## src/rtl/bcd_pkg.sv

```systemverilog
// rtl/bcd_pkg.sv - shared types and constants for the sequential binary-to-BCD converter
//
// Purpose: FSM state encoding, the double-dabble adjust threshold and the
//          default operand/digit widths used by bin_to_bcd_seq and bcd_digit_adj.
// Ports:   none (package).

package bcd_pkg;

  typedef enum logic [1:0] {
    ST_IDLE  = 2'd0,
    ST_SHIFT = 2'd1,
    ST_DONE  = 2'd2
  } state_t;

  // A BCD digit at or above this value would overflow past 9 when doubled,
  // so it is pre-corrected by +3 before the shift.
  localparam int ADJ_THRESHOLD = 5;

  localparam int DEF_BIN_W  = 16;
  localparam int DEF_DIGITS = 5;

endpackage

```

## src/rtl/bcd_digit_adj.sv

```systemverilog
// rtl/bcd_digit_adj.sv - combinational add-3 correction for one BCD digit
//
// Purpose: returns din + 3 when din >= 5, otherwise din unchanged.
// Ports:
//   din   in  [3:0]  scratch digit before the shift
//   dout  out [3:0]  corrected digit

module bcd_digit_adj
  import bcd_pkg::*;
(
  input  logic [3:0] din,
  output logic [3:0] dout
);

  assign dout = (din >= 4'(ADJ_THRESHOLD)) ? din + 4'd3 : din;

endmodule

```

## src/rtl/bin_to_bcd_seq.sv

```systemverilog
// rtl/bin_to_bcd_seq.sv - sequential shift-add-3 binary to packed BCD converter
//
// Purpose: converts an unsigned BIN_W-bit operand to DIGITS packed BCD digits,
//          one operand bit per clock, MSB first.
// Ports:
//   clk     in   1          rising-edge clock
//   rst     in   1          asynchronous active-high reset
//   start   in   1          conversion request, honoured only in IDLE
//   binary  in   BIN_W      operand, captured on the accepting edge
//   bcd     out  4*DIGITS   last completed result, digit0 in [3:0]
//   busy    out  1          high in SHIFT and DONE
//   done    out  1          single-cycle pulse when bcd takes a new result

module bin_to_bcd_seq
  import bcd_pkg::*;
#(
  parameter int BIN_W  = DEF_BIN_W,
  parameter int DIGITS = DEF_DIGITS
) (
  input  logic                clk,
  input  logic                rst,
  input  logic                start,
  input  logic [BIN_W-1:0]    binary,
  output logic [4*DIGITS-1:0] bcd,
  output logic                busy,
  output logic                done
);

  localparam int CNT_W = $clog2(BIN_W + 1);
  localparam int SCR_W = 4 * DIGITS;

  state_t             state;
  state_t             state_next;
  logic [CNT_W-1:0]   count;
  logic [SCR_W-1:0]   scratch;
  logic [SCR_W-1:0]   scratch_adj;
  logic [BIN_W-1:0]   shift_reg;

  // Per-digit correction of the current scratch, applied before the shift
  // in the same cycle.
  for (genvar g = 0; g < DIGITS; g++) begin : g_adj
    bcd_digit_adj u_adj (
      .din  (scratch[4*g +: 4]),
      .dout (scratch_adj[4*g +: 4])
    );
  end

  always_ff @(posedge clk or posedge rst) begin
    if (rst) begin
      state <= ST_IDLE;
    end else begin
      state <= state_next;
    end
  end

  always_comb begin
    state_next = state;
    case (state)
      ST_IDLE:  if (start) state_next = ST_SHIFT;
      // count==1 means this cycle performs the last of the BIN_W shifts.
      ST_SHIFT: if (count == CNT_W'(1)) state_next = ST_DONE;
      ST_DONE:  state_next = ST_IDLE;
      default:  state_next = ST_IDLE;
    endcase
  end

  always_ff @(posedge clk or posedge rst) begin
    if (rst) begin
      count     <= '0;
      scratch   <= '0;
      shift_reg <= '0;
      bcd       <= '0;
      done      <= 1'b0;
    end else begin
      done <= 1'b0;
      case (state)
        ST_IDLE: begin
          if (start) begin
            shift_reg <= binary;
            scratch   <= '0;
            count     <= CNT_W'(BIN_W);
          end
        end
        ST_SHIFT: begin
          {scratch, shift_reg} <= {scratch_adj[SCR_W-2:0], shift_reg, 1'b0};
          count                <= count - CNT_W'(1);
        end
        ST_DONE: begin
          bcd  <= scratch;
          done <= 1'b1;
        end
        default: ;
      endcase
    end
  end

  assign busy = (state != ST_IDLE);

endmodule

```

## config.mk

```make
export PLATFORM = sky130hd
export DESIGN_NAME = bin_to_bcd_seq
export DESIGN_NICKNAME = d
export VERILOG_FILES = /design/src/rtl/bcd_pkg.sv /design/src/rtl/bcd_digit_adj.sv /design/src/rtl/bin_to_bcd_seq.sv
export SDC_FILE = /design/constraint.sdc
export NUM_CORES = 1
export LEC_CHECK = 0
export ABC_AREA = 0
export BUFFER_PORTS_ARGS = -buffer_cell sky130_fd_sc_hd__buf_4
export CORE_MARGIN = 1.5
export CORE_UTILIZATION = 50
export CTS_CLUSTER_DIAMETER = 30
export DETAILED_ROUTE_END_ITERATION = 8
export PLACE_DENSITY_LB_ADDON = 0.12
export SLEW_MARGIN = 5
export SYNTH_ARGS = -nofsm -noshare
export SYNTH_HDL_FRONTEND = slang
export SYNTH_SLANG_ARGS = --single-unit
```

## constraint.sdc

```tcl
create_clock -name clk -period 2.66 [get_ports clk]
set_input_delay 0.532 -clock clk [delete_from_list [all_inputs] [get_ports clk]]
set_output_delay 0.532 -clock clk [all_outputs]
set_load 0.02 [all_outputs]
```

==> results of run 1 <==
-- where the power goes --
group          total (W)  leakage, nW  internal (W)  switching [W]
Sequential       0.00169        0.835       0.00137       0.000323
Combinational    0.00168        0.842      0.000791       0.000889
Clock           0.000925        0.112      0.000548       0.000377
Total            0.00429         1.79       0.00271        0.00159
-- cell type report --
type	instances	share of cell area, %
tap	75	2.561
clock inverter	6	2.253
inverter	14	1.434
multi-input combinational	201	36.12
clock buffer	10	3.756
sequential	64	43.70
timing repair buffer	48	10.17
-- synth_stat cells (6+ instances only) --
master	count
a22oi_1	6
nand2_1	36
dfrtp_1	64
ha_1	12
o21ai_0	45
nor2b_1	8
buf_2	7
nand2b_1	8
and3b_1	9
mux2_2	10
xnor2_1	6
inv_1	14
a22o_1	7
a21oi_1	22
-- worst paths after layout --
path	start	endpoint	slack (ps)	cells past startpoint
max	state[0]$_DFFE_PP0P_	busy	550	3
min	rst	state[1]$_DFFE_PP0P_	260	2
max reg2reg	state[1]$_DFFE_PP0P_	count[4]$_DFFE_PP0P_	930	4
min reg2reg	bcd[12]$_DFFE_PP0P_	bcd[12]$_DFFE_PP0P_	480	2
max in group asynchronous	rst	shift_reg[0]$_DFFE_PP0P_	1810	3
min in group clk	binary[0]	shift_reg[0]$_DFFE_PP0P_	410	2
-- cells by family after synthesis --
| group | count (synthesis) | share of synthesized area [%] |
|---|---|---|
| xor gates and xnor gates | 8 | 2.290 |
| DFF | 64 | 52.35 |
| and+or+nand+nor | 81 | 14.85 |
| muxes | 15 | 5.317 |
| AOI/OAI and AO/OA | 85 | 15.91 |
| adders and majority gates | 12 | 4.908 |
| buffers and inverters | 30 | 4.376 |
-- cell usage in the layout, fill, tap and decap left out, types with 5 or more instances in the layout --
cell type  instances
nand3_1            5
nor2b_1            8
clkbuf_8          10
mux2i_1            5
dfrtp_1           64
inv_1             13
a22o_1             7
xnor2_1            6
nand2_1           36
ha_1              12
a21oi_1           22
buf_4             47
and3b_1            9
nor3_1             5
o21ai_0           45
nand2b_1           8
mux2_2            10
a22oi_1            6
-- metrics by stage --
stage | util, % | hold WS (ps) | std cells | power [W]
3_5_place_dp | 58.18 | 470.9 | 402 | 0.003402
4_1_cts | 61.90 | 271.4 | 418 | 0.004346
5_1_grt | 61.90 | 304.8 | 418 | 0.004624
6_report | 61.90 | 262.3 | 418 | 0.004294
2_1_floorplan | - | 449.8 | 295 | 0.002880
3_3_place_gp | 58.18 | 462.6 | 402 | 0.003332
-- layer usage --
layer | track usage (%) | up-vias
met5 | 0 | -
met4 | 8.793 | 0
met3 | 4.719 | 10
met2 | 31.50 | 41
met1 | 25.65 | 1049
li1 | - | 1103
==> run summary, run 1 <==
worst-margin pin slew - 640.8 ps
CTS buffer count - 9
Tmin final - 2111 ps
Placement Setup Slack - 912.7 ps
DRT Wirelength - 5826 um
Die Y - 81.22 um
Slew Limit Fails - 0
CP Launch Type - flop
largest area contributor in the netlist - dfrtp_1
Antenna Diode Count - 0
grt total ovfl - 0
CTS H-tree depth - 3
critical path type - flop to primary output
Net Count, Synth - 326
vias in the first global route - 2093
Synth Register Bits - 64
CTS tree - built
Leakage - 1.790 nW
critical path data required time - 2130 ps
largest delay contributor family on the critical path - flip-flops
First DRT Iteration DRCs - 124
GRT Total Usage - 19.78%
slowest CP cell - dfrtp_1
Core Footprint - 5921 um2
Die Wd - 81.22 um
vias per std cell - 5.270
headroom to the max-slew limit - 57.28%
Synth Warn # - 0
fraction of registers with async set/reset - 100.0%
Hold-fix buffers, CTS - 0
register area share after synthesis - 52.35%
DR vias - 2203
RSZ-0062 raised after global routing - false
Crit path top cell by count - buf_4
clk sinks - 64
final setup fails - 0
Min-Delay Path Class - input port to asynchronous set/reset pin
Synth area leaders - dfrtp_1 52%, o21ai_0 7.4%, ha_1 4.9%
fill count - 519
post-route cell area - 3665 um2
Peak VDD IR - 576.2 uV
Layout area overhead - 19.80%
Mapped Area - 3059 um2
Final Skew - 6.910 ps
worst skew pair latency - 340 ps
Routed wire per std cell - 13.94 um
first-pass GRT wire length - 9756 um
Power per Cell Area - 1172 nW/um2
Initial Util - 51.67%
worst path buffer plus inverter count - 2
Reg clk slew, reported paths - 70 ps
cell count after synthesis - 295
Multi-input gate area - 1324 um2
Post-CTS Setup Bufs - 0
Hold Vio Cnt, Final - 0
Syn Area/Cell - 10.37 um2
Setup TNS - 0 ps
Pre-Repair DR Iteration Count - 4
antenna violations before repair - 0
Reg area - 1602 um2
max_cap viols - 0
Post-CTS Resized - 0
post-synth cell types - 35
Fmax - 473.8 MHz
setup slack after layout - 549.3 ps
num rows - 28
crit-path cells - buf_4 > or2_2 > buf_4
layout cells sized above 1 - 23.03%
Post-synth EDFFs - 0
Worst Setup End Kind - primary output
met2 WL post-DR - 2697 um
met3 wire len - 197 um
Die ar. - 6597 um2
highest metal used - met4
status - finished clean
worst-path fanout max - 20
Final Cycle Share - 79.35%
top_reg_cell synth - dfrtp_1
GPL Wtd Cong - 0.7316
top cell type's share of synthesized area - 52.35%
Largest stage delay, worst path - 520 ps
DP HPWL - 3912 um
num ports - 41
root buf cell - clkbuf_8
port bufs - 40
WL met1 - 2826 um
largest net degree at the start of global routing - 32
Post-DP Area - 3445 um2
antenna-violating nets left - 0
NumNets Final - 369
DRC violations left - 0
critical path arrival - 1580 ps
Clock Path Buffers - 2
Note: power is estimated with default switching activity, not from simulation.
==> run 2: changes to the inputs <==
==> constraint.sdc (replaced) <==
create_clock -name clk -period 2.05 [get_ports clk]
set_input_delay 0.41 -clock clk [delete_from_list [all_inputs] [get_ports clk]]
set_output_delay 0.41 -clock clk [all_outputs]
set_load 0.02 [all_outputs]
==> run 2 against run 1 <==
Against the previous run:
- register-to-register slack lost 530 ps
- sequential power is 30% higher
- clock power up 18%
- utilization fell by 0.49 points
- largest power group unchanged
==> run summary, run 2 (same netlist as run 1, synthesis figures left out) <==
status - finished clean
layout cells sized above 1 - 22.22%
Int Pwr - 0.003424 W
reg2reg setup slack - 400 ps
Final Skew - 5.407 ps
antenna-violating nets left - 0
clk sinks - 64
num ports - 41
Antenna Diode Count - 0
CTS buffer count - 9
worst-margin pin slew - 610.3 ps
Gate power share - 40.0%
Leakage - 1.776 nW
antenna violations before repair - 0
Die Wd - 81.22 um
Worst R2R Start - state[1]$_DFFE_PP0P_
Placement Setup Slack - 411.4 ps
sequential fraction of design power - 40.1%
worst-path fanout max - 22
headroom to the max-slew limit - 59.31%
GRT Total Usage - 19.99%
CP Launch Type - flop
DP HPWL - 3683 um
Peak VDD IR - 711.8 uV
port bufs - 40
max_cap viols - 0
num rows - 28
Slew Limit Fails - 0
DRC violations left - 0
Post-CTS Setup Bufs - 0
Initial Util - 51.67%
worst skew pair latency - 330 ps
grt total ovfl - 0
Min-Delay Path Class - input port to asynchronous set/reset pin
Multi-input gate area - 1324 um2
cells on worst reg2reg path - 4
critical path launch point - state[1]$_DFFE_PP0P_
Pre-Repair DR Iteration Count - 4
critical path data required time - 1640 ps
setup slack after layout - 164.5 ps
RSZ-0062 raised after global routing - false
most frequent cells in the layout - 64 x dfrtp_1, 46 x buf_4, 45 x o21ai_0, 36 x nand2_1, 22 x a21oi_1
critical path arrival - 1480 ps
R2R Path End - scratch[7]$_DFFE_PP0P_
Tmin final - 1885 ps
Worst Setup End Kind - primary output
clock share of power - 20.0%
final setup fails - 0
critical path type - flop to primary output
vias per std cell - 5.302
fill count - 512
GPL Wtd Cong - 0.8134
vias in the first global route - 2166
leading cell type in the layout, fill and taps excluded - dfrtp_1
root buf cell - clkbuf_8
Finished Layout Cells - 417
first-pass GRT wire length - 9735 um
Final Cycle Share - 91.97%
largest net degree at the start of global routing - 65
Post-CTS Resized - 0
Reg clk slew, reported paths - 70 ps
Core Footprint - 5921 um2
CP endpoint - busy
Routed wire per std cell - 13.75 um
DRT Wirelength - 5734 um
Sw Ratio - 37.41%
Die ar. - 6597 um2
Post-Place Cells - 401
Clock Path Buffers - 2
Hold Vio Cnt, Final - 0
Reg area - 1602 um2
Fmax - 530.4 MHz
CTS H-tree depth - 3
NetSw - 0.002046 W
Hold-fix buffers, CTS - 0
Setup TNS - 0 ps
NumNets Final - 368
DR vias - 2211
Layout area overhead - 18.85%
Die Y - 81.22 um
Power per Cell Area - 1504 nW/um2
First DRT Iteration DRCs - 93
CTS tree - built
## run 2: worst min-delay path by stage
stage                                  from                        to  slack, ps  cells after the start
global route                            rst      count[3]$_DFFE_PP0P_        160                      3
detailed placement  scratch[17]$_DFFE_PP0P_   scratch[17]$_DFFE_PP0P_        470                      2
CTS                                     rst   scratch[18]$_DFFE_PP0P_        150                      3
finish                                  rst  shift_reg[4]$_DFFE_PP0P_        140                      3
floorplan           scratch[17]$_DFFE_PP0P_   scratch[17]$_DFFE_PP0P_        450                      2
global placement        bcd[12]$_DFFE_PP0P_       bcd[12]$_DFFE_PP0P_        460                      2
## run 2: layout make-up
type / count / area share, %
Sequential cell: 64 / 44.05
Clock inverter: 3 / 1.101
Multi-Input combinational cell: 201 / 36.41
Tap cell: 75 / 2.581
Clock buffer: 13 / 4.370
Timing Repair Buffer: 47 / 10.05
Inverter: 14 / 1.445
## run 2: worst max-delay path, cell delays in order (launching register included)
cell,delay [ps]
dfrtp_1,610
or2_2,380
buf_4,160
## run 2: power by group through the flow
stage	Sequential (W)	Combinational (W)	Clock [W]
floorplan	0.00229	0.00145	0
CTS	0.00220	0.00221	0.00111
detailed placement	0.00221	0.00220	0
global route	0.00228	0.00246	0.00119
finish	0.00219	0.00219	0.00109
global placement	0.00220	0.00214	0
## run 2: metrics by stage
| stage | hold WS (ps) | total power (W) | utilization (%) | cell area [um2] |
|---|---|---|---|---|
| 5_1_grt | 164.0 | 0.005922 | 61.41 | 3636 |
| 2_1_floorplan | 449.8 | 0.003737 | - | 3059 |
| 3_5_place_dp | 471.2 | 0.004412 | 58.05 | 3437 |
| 3_3_place_gp | 462.5 | 0.004334 | 58.05 | 3437 |
| 4_1_cts | 149.7 | 0.005524 | 61.41 | 3636 |
| 6_report | 142.0 | 0.005470 | 61.41 | 3636 |
## run 2: routing by layer
metal  up-vias  global-route usage (%)  part of all wire [%]
met2        45                   32.25                    45
met1      1057                   24.93                    49
met3         9                   5.393                   3.5
met4         0                   9.310                   2.0
met5         -                       0                     0
li1       1100                       -                     -
==> run 3: changes to the inputs <==
--- a/config.mk
+++ b/config.mk
@@ -8,10 +8,10 @@
 export ABC_AREA = 0
 export BUFFER_PORTS_ARGS = -buffer_cell sky130_fd_sc_hd__buf_4
 export CORE_MARGIN = 1.5
-export CORE_UTILIZATION = 50
+export CORE_UTILIZATION = 40
 export CTS_CLUSTER_DIAMETER = 30
 export DETAILED_ROUTE_END_ITERATION = 8
-export PLACE_DENSITY_LB_ADDON = 0.12
+export PLACE_DENSITY_LB_ADDON = 0.25
 export SLEW_MARGIN = 5
 export SYNTH_ARGS = -nofsm -noshare
 export SYNTH_HDL_FRONTEND = slang
==> run 3 against run 2 <==
Against the previous run:
- utilization shrank 11 points
- final cell count grew 6.2%
- sequential cell count is the same
- global-route usage shrank 4.6 points
- critical path type unchanged
- final area grew 1.8%
- count of clock-buffer cells in the layout shrank 4
- die area grew 24%
- routed wire length grew 0.37%
- first-iteration DRC count shrank 24%
==> run summary, run 3 (same netlist as run 1, synthesis figures left out) <==
Finished Layout Cells - 443
DRT Wirelength - 5755 um
Routed wire per std cell - 12.99 um
Leakage - 1.784 nW
NumNets Final - 370
Fmax - 555.8 MHz
first-pass GRT wire length - 10090 um
Layout area overhead - 21.02%
vias in the first global route - 2204
worst-margin pin slew - 479.7 ps
Hold Vio Cnt, Final - 0
max_cap viols - 0
worst skew pair latency - 340 ps
vias per std cell - 5.002
Post-CTS Setup Bufs - 0
Power per Cell Area - 1506 nW/um2
clk sinks - 64
CP Launch Type - flop
Final Skew - 6.406 ps
CTS buffer count - 9
critical path data required time - 1640 ps
final setup fails - 0
num rows - 31
port bufs - 40
First DRT Iteration DRCs - 71
layout cells sized above 1 - 23.26%
slowest CP cell - dfrtp_1
headroom to the max-slew limit - 67.93%
Multi-input gate area - 1324 um2
root buf cell - clkbuf_8
Die Y - 90.45 um
antenna violations before repair - 0
antenna-violating nets left - 0
worst-path fanout max - 12
Initial Util - 41.73%
Die ar. - 8181 um2
crit-path cells - or2_2 > buf_4
DP HPWL - 3838 um
fill count - 668
largest net degree at the start of global routing - 65
Pre-Repair DR Iteration Count - 4
GPL Wtd Cong - 0.7851
RSZ-0062 raised after global routing - false
DRC violations left - 0
Worst Setup End Kind - primary output
Post-CTS Resized - 0
Hold-fix buffers, CTS - 0
critical path type - flop to primary output
Final Cycle Share - 87.76%
Reg area - 1602 um2
grt total ovfl - 0
critical path arrival - 1390 ps
Post-Place Cells - 427
Tmin final - 1799 ps
Largest stage delay, worst path - 540 ps
Clock Path Buffers - 2
num ports - 41
most frequent cells in the layout - 64 x dfrtp_1, 48 x buf_4, 45 x o21ai_0, 36 x nand2_1, 22 x a21oi_1
Reg clk slew, reported paths - 70 ps
Peak VDD IR - 568.8 uV
GRT Total Usage - 15.42%
CTS tree - built
Die Wd - 90.45 um
status - finished clean
Antenna Diode Count - 0
leading cell type in the layout, fill and taps excluded - dfrtp_1
CTS H-tree depth - 3
Core Footprint - 7331 um2
Slew Limit Fails - 0
Min-Delay Path Class - input port to asynchronous set/reset pin
DR vias - 2216
Setup TNS - 0 ps
==> run 3: metrics by stage <==
stage                     util (%)  instance area (um2)  setup WS, ps  hold WS (ps)  total power, W
after global routing         50.50                 3702         190.3         149.8        0.006032
after detailed placement     47.50                 3482         463.0         472.9        0.004443
after CTS                    50.50                 3702         241.1         135.8        0.005652
final                        50.50                 3702         250.8         126.3        0.005574
after global placement       47.50                 3482         490.2         463.3        0.004374
after floorplan                  -                 3059         41.90         449.8        0.003737
==> run 3: layout make-up <==
| cell class | count | area share [%] |
|---|---|---|
| sequential | 64 | 43.26 |
| multi-input combinational | 201 | 35.76 |
| timing repair buffer | 49 | 10.27 |
| clock buffer | 9 | 3.346 |
| tap | 99 | 3.346 |
| clock inverter | 7 | 2.602 |
| inverter | 14 | 1.419 |
==> run 3: worst paths after layout <==
check	startpoint	endpoint	slack (ps)	depth (start not counted)
max in group asynchronous	rst	count[0]$_DFFE_PP0P_	1640	3
min in group clk	binary[0]	shift_reg[0]$_DFFE_PP0P_	280	2
setup / recovery	state[0]$_DFFE_PP0P_	busy	250	2
hold / removal	rst	bcd[0]$_DFFE_PP0P_	130	3
hold reg to reg	bcd[8]$_DFFE_PP0P_	bcd[8]$_DFFE_PP0P_	480	2
setup reg to reg	scratch[0]$_DFFE_PP0P_	scratch[2]$_DFFE_PP0P_	450	6
==> run 3: per-layer routing <==
layer / up-vias / global-route usage [%] / routed length [um]
met5: - / 0 / 0
met4: 0 / 7.275 / 119
met3: 10 / 5.219 / 256
met2: 51 / 23.67 / 2611
met1: 1048 / 19.50 / 2768
li1: 1107 / - / -
==> run 3: critical path, delay by kind of cell, from the launching register on <==
family | cells | cell delay [ps]
AND/OR/NAND/NOR | 1 | 360
buffers and inverters | 1 | 160
flip-flops | 1 | 540
==> run 3: power breakdown <==
part / internal [W] / switching [W] / leakage (nW)
Sequential: 0.00177 / 0.000424 / 0.835
Clock: 0.000683 / 0.000491 / 0.101
Combinational: 0.00104 / 0.00116 / 0.848
Total: 0.00350 / 0.00208 / 1.78
